`src/rtl/script_sequencer.sv`:
```
// script_sequencer: fetches 16-bit script instructions from a synchronous ROM,
// executes internal control ops (nop/call/return/halt) directly and hands
// everything else to one of N_UNITS execution units. It supports free-run and
// single-step modes, unit-driven branches, a call stack, a per-instruction
// timeout, and sticky HALT/ERROR states.
//
// Unit handshake: unit_start[i] is a one-cycle pulse in DISPATCH, and
// unit_instr is stable from that cycle until the next LATCH. From the cycle
// after the pulse, the sequencer samples only unit_done[i] on every rising
// edge. The cycle in which it sees unit_done[i]=1 completes the instruction.
// unit_jump[i] and the unit's unit_target slice are sampled in that same
// cycle. A done that arrives together with the timeout still completes.
module script_sequencer #(
  parameter int          PC_W        = 8,
  parameter int          INSTR_W     = 16,
  parameter int          PC_STEP     = 2,
  parameter int          N_UNITS     = 4,
  parameter int          STACK_DEPTH = 4,
  parameter logic [23:0] TIMEOUT     = 24'd10_000_000
) (
  input  logic                     clk,
  input  logic                     rst,
  input  logic                     run_mode,
  input  logic                     step,
  output logic [PC_W-1:0]          mem_addr,
  input  logic [INSTR_W-1:0]       mem_data,
  output logic [N_UNITS-1:0]       unit_start,
  output logic [INSTR_W-1:0]       unit_instr,
  input  logic [N_UNITS-1:0]       unit_done,
  input  logic [N_UNITS-1:0]       unit_jump,
  input  logic [N_UNITS*PC_W-1:0]  unit_target,
  output logic [PC_W-1:0]          pc,
  output logic [2:0]               state,
  output logic                     halted,
  output logic [2:0]               error,
  output logic [15:0]              retired
);

  localparam logic [2:0] S_GATE     = 3'd0;
  localparam logic [2:0] S_FETCH    = 3'd1;
  localparam logic [2:0] S_LATCH    = 3'd2;
  localparam logic [2:0] S_DISPATCH = 3'd3;
  localparam logic [2:0] S_EXEC     = 3'd4;
  localparam logic [2:0] S_HALT     = 3'd5;
  localparam logic [2:0] S_ERROR    = 3'd6;

  localparam logic [2:0] E_NONE      = 3'd0;
  localparam logic [2:0] E_ILLEGAL   = 3'd1;
  localparam logic [2:0] E_OVERFLOW  = 3'd2;
  localparam logic [2:0] E_UNDERFLOW = 3'd3;
  localparam logic [2:0] E_TIMEOUT   = 3'd4;

  localparam int              SP_W    = $clog2(STACK_DEPTH + 1);
  localparam logic [SP_W-1:0] SP_FULL = SP_W'(STACK_DEPTH);
  localparam logic [SP_W-1:0] SP_ONE  = SP_W'(1);
  localparam logic [PC_W-1:0] PC_INC  = PC_W'(PC_STEP);

  // The instruction register doubles as the unit_instr output.
  logic [INSTR_W-1:0]  ir;
  logic [N_UNITS-1:0]  unit_sel;
  logic [N_UNITS-1:0]  dec_sel;
  logic [SP_W-1:0]     sp;
  logic [23:0]         tmo_cnt;
  logic [PC_W-1:0]     pc_seq;
  logic [PC_W-1:0]     jump_tgt;
  logic                done_hit;
  logic                jump_hit;
  logic                is_ctrl;
  logic [1:0]          func;
  // Entry STACK_DEPTH is never written; it keeps the index width equal to sp.
  logic [PC_W-1:0]     stack_mem [STACK_DEPTH+1];

  assign mem_addr   = pc;
  assign unit_instr = ir;
  assign pc_seq     = pc + PC_INC;
  assign is_ctrl    = (ir[2:0] == 3'd7);
  assign func       = ir[4:3];
  assign done_hit   = |(unit_done & unit_sel);
  assign jump_hit   = |(unit_jump & unit_sel);

  // Decode ROM data into a one-hot unit select. Opcodes outside the unit range give zero.
  always_comb begin
    dec_sel  = '0;
    jump_tgt = '0;
    for (int i = 0; i < N_UNITS; i++) begin
      dec_sel[i] = (mem_data[2:0] == 3'(i));
      if (unit_sel[i]) jump_tgt = unit_target[i*PC_W +: PC_W];
    end
  end

  // Main FSM: fetch, decode and dispatch, wait for completion, then retire.
  always_ff @(posedge clk or posedge rst) begin
    if (rst) begin
      state      <= S_GATE;
      pc         <= '0;
      ir         <= '0;
      unit_start <= '0;
      unit_sel   <= '0;
      sp         <= '0;
      tmo_cnt    <= '0;
      halted     <= 1'b0;
      error      <= E_NONE;
      retired    <= '0;
    end else begin
      unit_start <= '0;
      case (state)
        S_GATE: begin
          if (run_mode || step) state <= S_FETCH;
        end
        S_FETCH: begin
          state <= S_LATCH;
        end
        S_LATCH: begin
          // The start pulse is registered here so that it is visible during DISPATCH.
          ir         <= mem_data;
          unit_sel   <= dec_sel;
          unit_start <= dec_sel;
          state      <= S_DISPATCH;
        end
        S_DISPATCH: begin
          if (|unit_sel) begin
            tmo_cnt <= '0;
            state   <= S_EXEC;
          end else if (is_ctrl) begin
            case (func)
              2'b00: begin
                pc      <= pc_seq;
                retired <= retired + 16'd1;
                state   <= S_GATE;
              end
              2'b01: begin
                if (sp == SP_FULL) begin
                  error <= E_OVERFLOW;
                  state <= S_ERROR;
                end else begin
                  sp      <= sp + SP_ONE;
                  pc      <= ir[8 +: PC_W];
                  retired <= retired + 16'd1;
                  state   <= S_GATE;
                end
              end
              2'b10: begin
                if (sp == '0) begin
                  error <= E_UNDERFLOW;
                  state <= S_ERROR;
                end else begin
                  sp      <= sp - SP_ONE;
                  pc      <= stack_mem[sp - SP_ONE];
                  retired <= retired + 16'd1;
                  state   <= S_GATE;
                end
              end
              default: begin
                halted <= 1'b1;
                state  <= S_HALT;
              end
            endcase
          end else begin
            error <= E_ILLEGAL;
            state <= S_ERROR;
          end
        end
        S_EXEC: begin
          if (done_hit) begin
            pc      <= jump_hit ? jump_tgt : pc_seq;
            retired <= retired + 16'd1;
            state   <= S_GATE;
          end else if (tmo_cnt == TIMEOUT - 24'd1) begin
            error <= E_TIMEOUT;
            state <= S_ERROR;
          end else begin
            tmo_cnt <= tmo_cnt + 24'd1;
          end
        end
        default: begin
          // HALT and ERROR are terminal; only rst leaves them.
        end
      endcase
    end
  end

  // Write the return address on a successful call; the storage needs no reset.
  always_ff @(posedge clk) begin
    if (state == S_DISPATCH && is_ctrl && func == 2'b01 && sp != SP_FULL)
      stack_mem[sp] <= pc_seq;
  end

endmodule

```
`config.mk`:
```
export PLATFORM = sky130hd
export DESIGN_NAME = script_sequencer
export DESIGN_NICKNAME = d
export VERILOG_FILES = /design/src/rtl/script_sequencer.sv
export SDC_FILE = /design/constraint.sdc
export NUM_CORES = 1
export LEC_CHECK = 0
export CAP_MARGIN = 5
export CORE_ASPECT_RATIO = 1.1
export CORE_MARGIN = 2
export CORE_UTILIZATION = 52
export CTS_BUF_LIST = sky130_fd_sc_hd__clkbuf_16
export DETAILED_ROUTE_END_ITERATION = 8
export PLACE_DENSITY = 0.88
export SYNTH_ARGS = -nofsm -noshare
export SYNTH_HDL_FRONTEND = slang
export SYNTH_SLANG_ARGS = --single-unit
```
`constraint.sdc`:
```
create_clock -name clk -period 3.4 [get_ports clk]
set_input_delay 0.34 -clock clk [delete_from_list [all_inputs] [get_ports clk]]
set_output_delay 0.34 -clock clk [all_outputs]
set_load 0.01 [all_outputs]
```
After elaboration in Yosys (flattened, before gate mapping)
Memory sizes are Yosys's and may differ from the RTL's.
Cells that the tools add are included.

operators by class
  add/subtract/negate cells = 5
  eq/ne operators = 30
  muxes and demuxes = 46
  bitwise gates (word level) = 4
  reduce and logical (&&, ||, !) cells = 21

operators by type and width
  cell                                                                   number
  16-bit 2-to-1 mux                                                      5
  8-bit 2-to-1 mux                                                       10
  24-bit 2-to-1 mux                                                      3
  16-bit one-hot mux with 3 select lines                                 1
  24-bit one-hot mux with 2 select lines                                 1
  3-bit 2-to-1 mux                                                       15
  16-bit one-hot mux with 2 select lines                                 1
  24-bit by 1-bit adder with 24-bit output, second input constant        1
  24-bit equality test, second input constant                            1
  8-bit one-hot mux with 3 select lines                                  1
  2-bit != test, second input constant                                   10
  3-bit one-hot mux with 2 select lines                                  3
  16-bit by 1-bit adder with 16-bit output, second input constant        1
  8-bit one-hot mux with 2 select lines                                  1
  3-bit one-hot mux with 5 select lines                                  1
  7-bit AND reduction                                                    2
  3-bit by 2-bit equality test with 1-bit output, second input constant  4
  3-bit != test, second input constant                                   4
  4-bit OR reduction                                                     3
  3-bit equality test, second input constant                             3
  3-bit logical NOT                                                      3
  3-bit one-hot mux with 3 select lines                                  1
  8-bit by 2-bit adder with 8-bit output, second input constant          1
  4-bit AND                                                              2
  20 further kinds                                                       28

word-level totals
  flip-flop bits (word level) = 82
  bits in writable memories = 40
  input bits = 60
  memories kept = 1

memory list
  memory     words  width  rd ports  clocked after Yosys merged registers in  wr ports  RTL line  source
  stack_mem  5      8      1         0                                        1         71        logic [PC_W-1:0] stack_mem [STACK_DEPTH+1];

Logic depth before layout (Yosys ltp)
  depth after elaboration = 7
  depth in mapped cells = 11
  gate-level depth less buffers = 8

Worst setup path before layout
No wires, ideal clock.

  kind = register to register
  start = register sp[0]
  end = register pc[5], in the netlist mem_addr[5]
  data arrival time = 2.355 ns
  data required time = 3.259 ns
  slack = 0.903 ns
  stages on the path, launching flop included = 10
  path buffers = 2
  path through = dfrtp_1 -> buf_2 -> inv_1 -> ha_1 -> clkbuf_1 -> mux4_2 -> nand3_1 -> a41oi_1 -> a2111oi_0 -> a21oi_1

on the way
  cells in the longest elaborated chain, start to end = 7
  elaborated cells between the ends (all ways) = 12
  those cells by class = add/sub: 1; eq/ne: 3; mux: 5; reduce/logical: 2; memory: 1

RTL lines
  element                                      RTL line  source
  start, declared                              62        logic [SP_W-1:0] sp;
  start signal, assigned                       136       sp <= sp + SP_ONE;
  start signal, assigned                       147       sp <= sp - SP_ONE;
  3-bit by 1-bit subtractor with 3-bit output  148       pc <= stack_mem[sp - SP_ONE];
  memory 5 x 8 bit                             n/a
  8-bit 2-to-1 mux                             143       if (sp == '0) begin
  8-bit one-hot mux with 3 select lines        125       case (func)
  8-bit 2-to-1 mux                             124       end else if (is_ctrl) begin
  8-bit 2-to-1 mux                             121       if (|unit_sel) begin
  8-bit one-hot mux with 2 select lines        106       case (state)
  end signal, assigned                         127       pc <= pc_seq;
  end signal, assigned                         137       pc <= ir[8 +: PC_W];
  end signal, assigned                         148
  end, declared                                32        output logic [PC_W-1:0] pc,

Several ways; a longest one is shown, not always the timed one. The select of a mux whose other input is x is not followed.
A chain may end at the register's enable or synchronous reset.

Worst setup path in the final report
  start = register ir[4], in the netlist unit_instr[4]
  end = memory stack_mem[3][5], enable pin

on the way
  cells in the longest elaborated chain, start to end = 5

RTL lines
  element                                         RTL line  source
  start, declared                                 59        logic [INSTR_W-1:0] ir;
  start signal, assigned                          115       ir <= mem_data;
  2-bit by 1-bit equality test with 1-bit output  184       if (state == S_DISPATCH && is_ctrl && func == 2'b01 && sp != SP_FULL)
  1-bit logical AND (2 in series)                 184
  1-bit 2-to-1 mux                                184
  1-bit 2-to-1 mux (not written as such)          185       stack_mem[sp] <= pc_seq;
  end, declared                                   71

No other way between the ends.

==> impl_metrics.ini <==
[cts]
ctsHoldBuffers = 0
cts_tree = done
clk_latency_ns = 0.42
cts_buffers = 17
cts_resized = 0
postCtsSetupBuffers = 0
clock_path_buffers = 2
cts.clk_slew.worst_paths_ns = 0.05
clock-sinks = 122
htree_levels = 4
cts-root-buf = clkbuf_16

[critical_path]
reg2regPathDepth = 5
worstPathArrival_ns = 2.67
cp.required_ns = 3.45
start_kind = register
r2r_end = stack_mem[3][5]
ff2ff_setup_slack_ns = 0.78
r2r-start = unit_instr[4]
crit_fanout = 15
critical-path-slowest-cell = nor2_1
cp_slowest_stage_delay_ns = 0.60
endpoint_kind = register
worstSetupPathType = reg -> reg
path_cells = inv_1 -> ha_1 -> nand3_1 -> or3_1 -> nor2_1

[sta]
worst_pin_slew_ns = 0.826
rsz0062_at_grt = false
slew_headroom = 0.444
setup_viol_count_final = 0
fin_ws_ns = 0.781
skew_ns = 0.00628
clock.fmax_mhz = 382
hold_viol_final = 0
slew_violations = 0
period_needed_ns = 2.62
finalCritPeriodShare = 0.770
setup_tns_ns = 0

[floorplan]
boundaryPins = 119
start_util = 0.534
die_width_um = 107
coreArea_mm2 = 0.0114
dieArea_mm2 = 0.0126
placementRows = 41
dieHeight_um = 118

[detailed_routing]
drc_errors = 0
avgRoutedWirePerCell_um = 20.0
via_count = 5116
drt_iter0_drc = 398
dr.pass1.iters = 5
drt-total-wl_um = 16900
vias_per_cell = 6.06
antenna_left = 0

[place]
dp_cells = 812
place_area_mm2 = 0.00737
dp_slack_ns = 0.833
dpl.hpwl_um = 12100
numPortBuffers = 118
place_congestion = 0.876

[synthesis]
synth.distinct_cells = 68
yosys_warnings = 0
syn_avg_cell_area_um2 = 10.7
synthArstFlopShare = 0.672
synth.largest_area_cell = dfrtp_1
synth_edf_count = 40
ys.flop_type = dfrtp_1
syn_nets = 639
yosysSeqAreaShare = 0.533
ys_seq_elements = 122
synthesis.area_mm2 = 0.00610
netlist.area_leader.share = 0.336
synthCells = 569
ys_top_cells_by_area = dfrtp_1 (34%), edfxtp_1 (20%), nand2_1 (5.2%)

[global_route]
antenna_found_initial = 0
grt_max_degree = 49
grt_pass1_vias = 5163
grt_pass1_wl_um = 26700
grt-ovfl-total = 0
grt_use_total = 0.276

[layout]
drive_gt1_frac = 0.0879
syn2layout_area_growth_pct = 30.3
stdcell_count = 844
nFillCells = 805
fin_nets = 751
design_area_mm2 = 0.00795
diodes = 0

[power]
ir_drop_mv = 0.329
power_density_mw_per_mm2 = 433
leakage_nw = 3.07

[outcome]
status = finished, final reports clean

[job]
drv_cap = 0

[hold_path]
holdCritPathClass = in -> async
worst max-delay path: cells and delay by family (launching register included):
kind,cells,cell delay (ns)
fa+ha+maj,1,0.46
buf+inv,1,0.11
flops,1,0.42
simple gates,3,1.26
stage by stage:
step | hold slack (ns) | power [mW] | utilization
2_1_floorplan | 0.417 | 1.59 | -
3_3_place_gp | 0.459 | 1.68 | 0.644
3_5_place_dp | 0.471 | 1.68 | 0.644
4_1_cts | 0.335 | 3.46 | 0.695
5_1_grt | 0.365 | 3.54 | 0.695
6_report | 0.323 | 3.44 | 0.695
report_power, final:
| group | switching, mW | internal (mW) | total, mW | leakage (nW) |
|---|---|---|---|---|
| clock | 0.623 | 1.17 | 1.79 | 0.306 |
| sequential | 0.00689 | 1.51 | 1.52 | 1.27 |
| combinational | 0.0548 | 0.0777 | 0.133 | 1.49 |
| total | 0.684 | 2.76 | 3.44 | 3.07 |
area by class of cell:
| type | count | area [um2] | area share |
|---|---|---|---|
| multi-input cells | 400 | 2610 | 0.328 |
| repair buffers | 128 | 1270 | 0.160 |
| clock inverters | 14 | 136 | 0.0171 |
| inverters | 12 | 46.3 | 0.00582 |
| flip-flops and latches | 122 | 3250 | 0.409 |
| well taps | 150 | 188 | 0.0236 |
| clock buffers | 18 | 450 | 0.0566 |
worst max path at each step:
stage / slack (ns) / cells after the start / startpoint / end
after floorplan: 0.90 / 9 / sp[0] / mem_addr[5]
after global placement: 0.97 / 6 / state[1] / tmo_cnt[11]
after detailed placement: 0.83 / 5 / unit_instr[4] / stack_mem[3][6]
after CTS: 0.81 / 5 / unit_instr[4] / stack_mem[3][5]
after global routing: 0.60 / 5 / unit_instr[4] / stack_mem[3][1]
final: 0.78 / 5 / unit_instr[4] / stack_mem[3][5]
layer usage:
| layer | vias up | track usage | wire, um |
|---|---|---|---|
| li1 | 2276 | - | - |
| met1 | 2542 | 0.334 | 6340 |
| met2 | 239 | 0.469 | 8770 |
| met3 | 59 | 0.0609 | 1140 |
| met4 | 0 | 0.123 | 602 |
| met5 | - | 0 | 0 |
layout by cell type, fill, tap and decap left out, types with 7 or more instances in the layout:
| cell type | count |
|---|---|
| a21oi_1 | 17 |
| nand2_1 | 85 |
| nor2_1 | 45 |
| dfrtp_1 | 82 |
| mux4_2 | 8 |
| o21ai_0 | 13 |
| inv_1 | 14 |
| ha_1 | 10 |
| and3_1 | 9 |
| nand3_1 | 33 |
| xnor2_1 | 35 |
| nor3_1 | 17 |
| nor4_1 | 10 |
| edfxtp_1 | 40 |
| clkdlybuf4s50_1 | 118 |
| a221oi_1 | 7 |
| xor2_1 | 9 |
| clkbuf_16 | 18 |
| o22ai_1 | 7 |
| nand4_1 | 12 |
| buf_4 | 9 |
cells in the mapped netlist, types with 3 or more instances:
cell type / n
a22o_1: 4
nand4_1: 12
inv_1: 11
clkbuf_1: 16
mux4_2: 8
or2_2: 6
and4_1: 3
and3_1: 9
a221oi_1: 7
xnor2_1: 35
xor2_1: 9
a21o_1: 5
buf_4: 9
dfrtp_1: 82
and2_1: 4
edfxtp_1: 40
o21ai_0: 13
buf_6: 3
nor4_1: 10
nor2_1: 45
ha_1: 10
buf_2: 5
o22ai_1: 7
a21oi_1: 17
nor3_1: 17
nor4_4: 3
a31oi_1: 6
nand2_1: 85
or3_1: 3
nand3_1: 33
nand2b_1: 3
cell families after synthesis:
family / synth area share
fa+ha+maj: 0.0205
flops: 0.533
buf+inv: 0.0392
mux: 0.0365
xor+xnor: 0.0631
simple gates: 0.212
compound gates: 0.0953
sequential cells by signal, indices dropped and copies added, names as in the netlist:
signal      flops
error           3
stack_mem      40
retired        16
unit_instr     16
halted          1
unit_start      4
tmo_cnt        24
unit_sel        4
mem_addr        8
state           3
sp              3
No activity file was read; power rests on OpenSTA's default activity.
==> patch, RTL diff (same settings) <==
Change the parameter `N_UNITS` from 4 to 6.
--- a/src/rtl/script_sequencer.sv
+++ b/src/rtl/script_sequencer.sv
@@ -14,7 +14,7 @@
   parameter int          PC_W        = 8,
   parameter int          INSTR_W     = 16,
   parameter int          PC_STEP     = 2,
-  parameter int          N_UNITS     = 4,
+  parameter int          N_UNITS     = 6,
   parameter int          STACK_DEPTH = 4,
   parameter logic [23:0] TIMEOUT     = 24'd10_000_000
 ) (
Interface: changed (resized unit_done, unit_jump, unit_start and unit_target); port bits go from 119 to 141. The function was not compared with the original's and may differ.
==> patch against the unedited design <==
  * Routed wire length increased by 5.7%
  * Fmax shrank 9.4%
  * Final area grew 5.5%
  * Non-clock buffer count grew 27
  * Worst setup slack worse by 0.27 ns
  * Count of clock-buffer cells in the layout fell by 1
  * Synthesized area grew 2.4%
  * Sequential cell count rose by 4
Power is not compared: it rests on default switching activity, and its combinational part moved more than twofold at a synthesized area within 25%.
==> patch: results (changes against the unedited design) <==
<table>
<tr><th>Metric</th><th>Value</th></tr>
<tr><th colspan="2">Timing</th></tr>
<tr><td>Worst relative slew slack</td><td>0.4502 (+0.005872)</td></tr>
<tr><td>Largest clock skew in the final design</td><td>0.006609 ns (+0.0003305 ns)</td></tr>
<tr><th colspan="2">Clock tree</th></tr>
<tr><td>Clock input transition at the sequential cells of the worst setup and hold paths</td><td>0.06 ns</td></tr>
<tr><td>CTS buffer count</td><td>17 (unchanged)</td></tr>
<tr><th colspan="2">GRT</th></tr>
<tr><td>Largest net degree at the start of global routing</td><td>46 (-6.1%)</td></tr>
<tr><td>Number of global-route vias before repair</td><td>5511 (+6.7%)</td></tr>
<tr><td>Wire length of the first global-routing pass</td><td>28.51 mm (+6.7%)</td></tr>
<tr><th colspan="2">Logic synthesis</th></tr>
<tr><td>Part of the Yosys area used for sequential elements</td><td>0.5368 (+0.003746)</td></tr>
<tr><td>Share of async-settable or async-resettable flops after synthesis</td><td>0.6825 (+0.01041)</td></tr>
<tr><td>Nets in the synthesized netlist</td><td>667 (+4.4%)</td></tr>
<tr><td>Leading post-synthesis cells by cell area</td><td>sky130_fd_sc_hd__dfrtp_1, sky130_fd_sc_hd__edfxtp_1, sky130_fd_sc_hd__nand2_1</td></tr>
<tr><td>Number of distinct library cells after synthesis</td><td>57 (-16%)</td></tr>
<tr><td>Commonest cells post-synth</td><td>sky130_fd_sc_hd__dfrtp_1, sky130_fd_sc_hd__nand2_1, sky130_fd_sc_hd__nor2_1</td></tr>
<tr><th colspan="2">Routing</th></tr>
<tr><td>Post-DR wirelength/cell</td><td>20.16 um (+0.94%)</td></tr>
<tr><td>DR iter-0 viols</td><td>482 (+21%)</td></tr>
<tr><td>Vias</td><td>5385 (+5.3%)</td></tr>
<tr><th colspan="2">Run status</th></tr>
<tr><td>Status</td><td>complete, no violations</td></tr>
<tr><th colspan="2">Layout</th></tr>
<tr><td>Post-layout nets</td><td>807 (+7.5%)</td></tr>
<tr><td>Fraction of final layout cells sized beyond drive strength 1</td><td>0.1082 (+0.02032)</td></tr>
<tr><th colspan="2">Setup path</th></tr>
<tr><td>Cell type of the slowest stage on the worst timing path</td><td>sky130_fd_sc_hd__a2111oi_2</td></tr>
<tr><td>Largest fanout on the critical path</td><td>12 (-3)</td></tr>
<tr><td>Internal reg-to-reg setup slack</td><td>0.51 ns (-0.27 ns)</td></tr>
<tr><td>Biggest cell delay along the critical path</td><td>0.46 ns (-0.14 ns)</td></tr>
<tr><td>Critical path arrival</td><td>3.23 ns (+0.56 ns)</td></tr>
<tr><td>Logic depth of the worst register-to-register path</td><td>8 (+3)</td></tr>
<tr><th colspan="2">Place</th></tr>
<tr><td>Final Wtd Congestion</td><td>0.9373 (+7.0%)</td></tr>
<tr><td>Count of input and output buffers</td><td>140 (+19%)</td></tr>
</table>
[patch: power breakdown]
part / switching [mW] / leakage [nW] / internal [mW]
combinational: 1.68 / 1.66 / 1.33
sequential: 0.388 / 1.50 / 1.90
clock: 0.676 / 0.290 / 1.15
total: 2.74 / 3.45 / 4.38
[patch: cells by family after synthesis]
kind of cell	synth area share
buf+inv	0.03545
compound gates	0.1190
fa+ha+maj	0.02003
xor+xnor	0.05608
mux	0.05768
flops	0.5368
simple gates	0.1750
[patch: metrics by stage]
stage / power [mW] / worst slack [ns] / std cells / hold slack (ns) / instance area (sq um)
after global placement: 5.098 / 0.7377 / 852 / 0.4537 / 7797
after floorplan: 4.057 / 0.5092 / 577 / 0.4167 / 6247
final: 7.122 / 0.5105 / 884 / 0.3650 / 8394
after detailed placement: 5.218 / 0.5891 / 852 / 0.4567 / 7797
after global routing: 7.461 / 0.3094 / 884 / 0.4505 / 8394
after CTS: 7.091 / 0.5302 / 884 / 0.3841 / 8394
[patch: worst max-delay path, delay by kind of cell (launching register included)]
kind	cells	cell delay, ns
AOI/OAI and AO/OA	2	0.77
and+or+nand+nor	2	0.59
DFF	1	0.41
adders and majority gates	1	0.39
muxes	1	0.39
xor gates and xnor gates	1	0.15
buffers and inverters	1	0.11
[patch: final cells by class]
type	count	area (sq um)
tap	154	192.7
multi-input combinational	403	2684
clock buffer	17	425.4
fill	795	3482
sequential	126	3353
inverter	14	53.80
clock inverter	15	171.4
timing repair buffer	155	1514
[patch: per-layer routing]
metal / global-route usage / routed length (um) / vias to the layer above
li1: - / - / 2397
met1: 0.3758 / 7013 / 2670
met2: 0.4676 / 9155 / 267
met3: 0.05309 / 1091 / 51
met4: 0.1434 / 560 / 0
met5: 0 / 0 / -
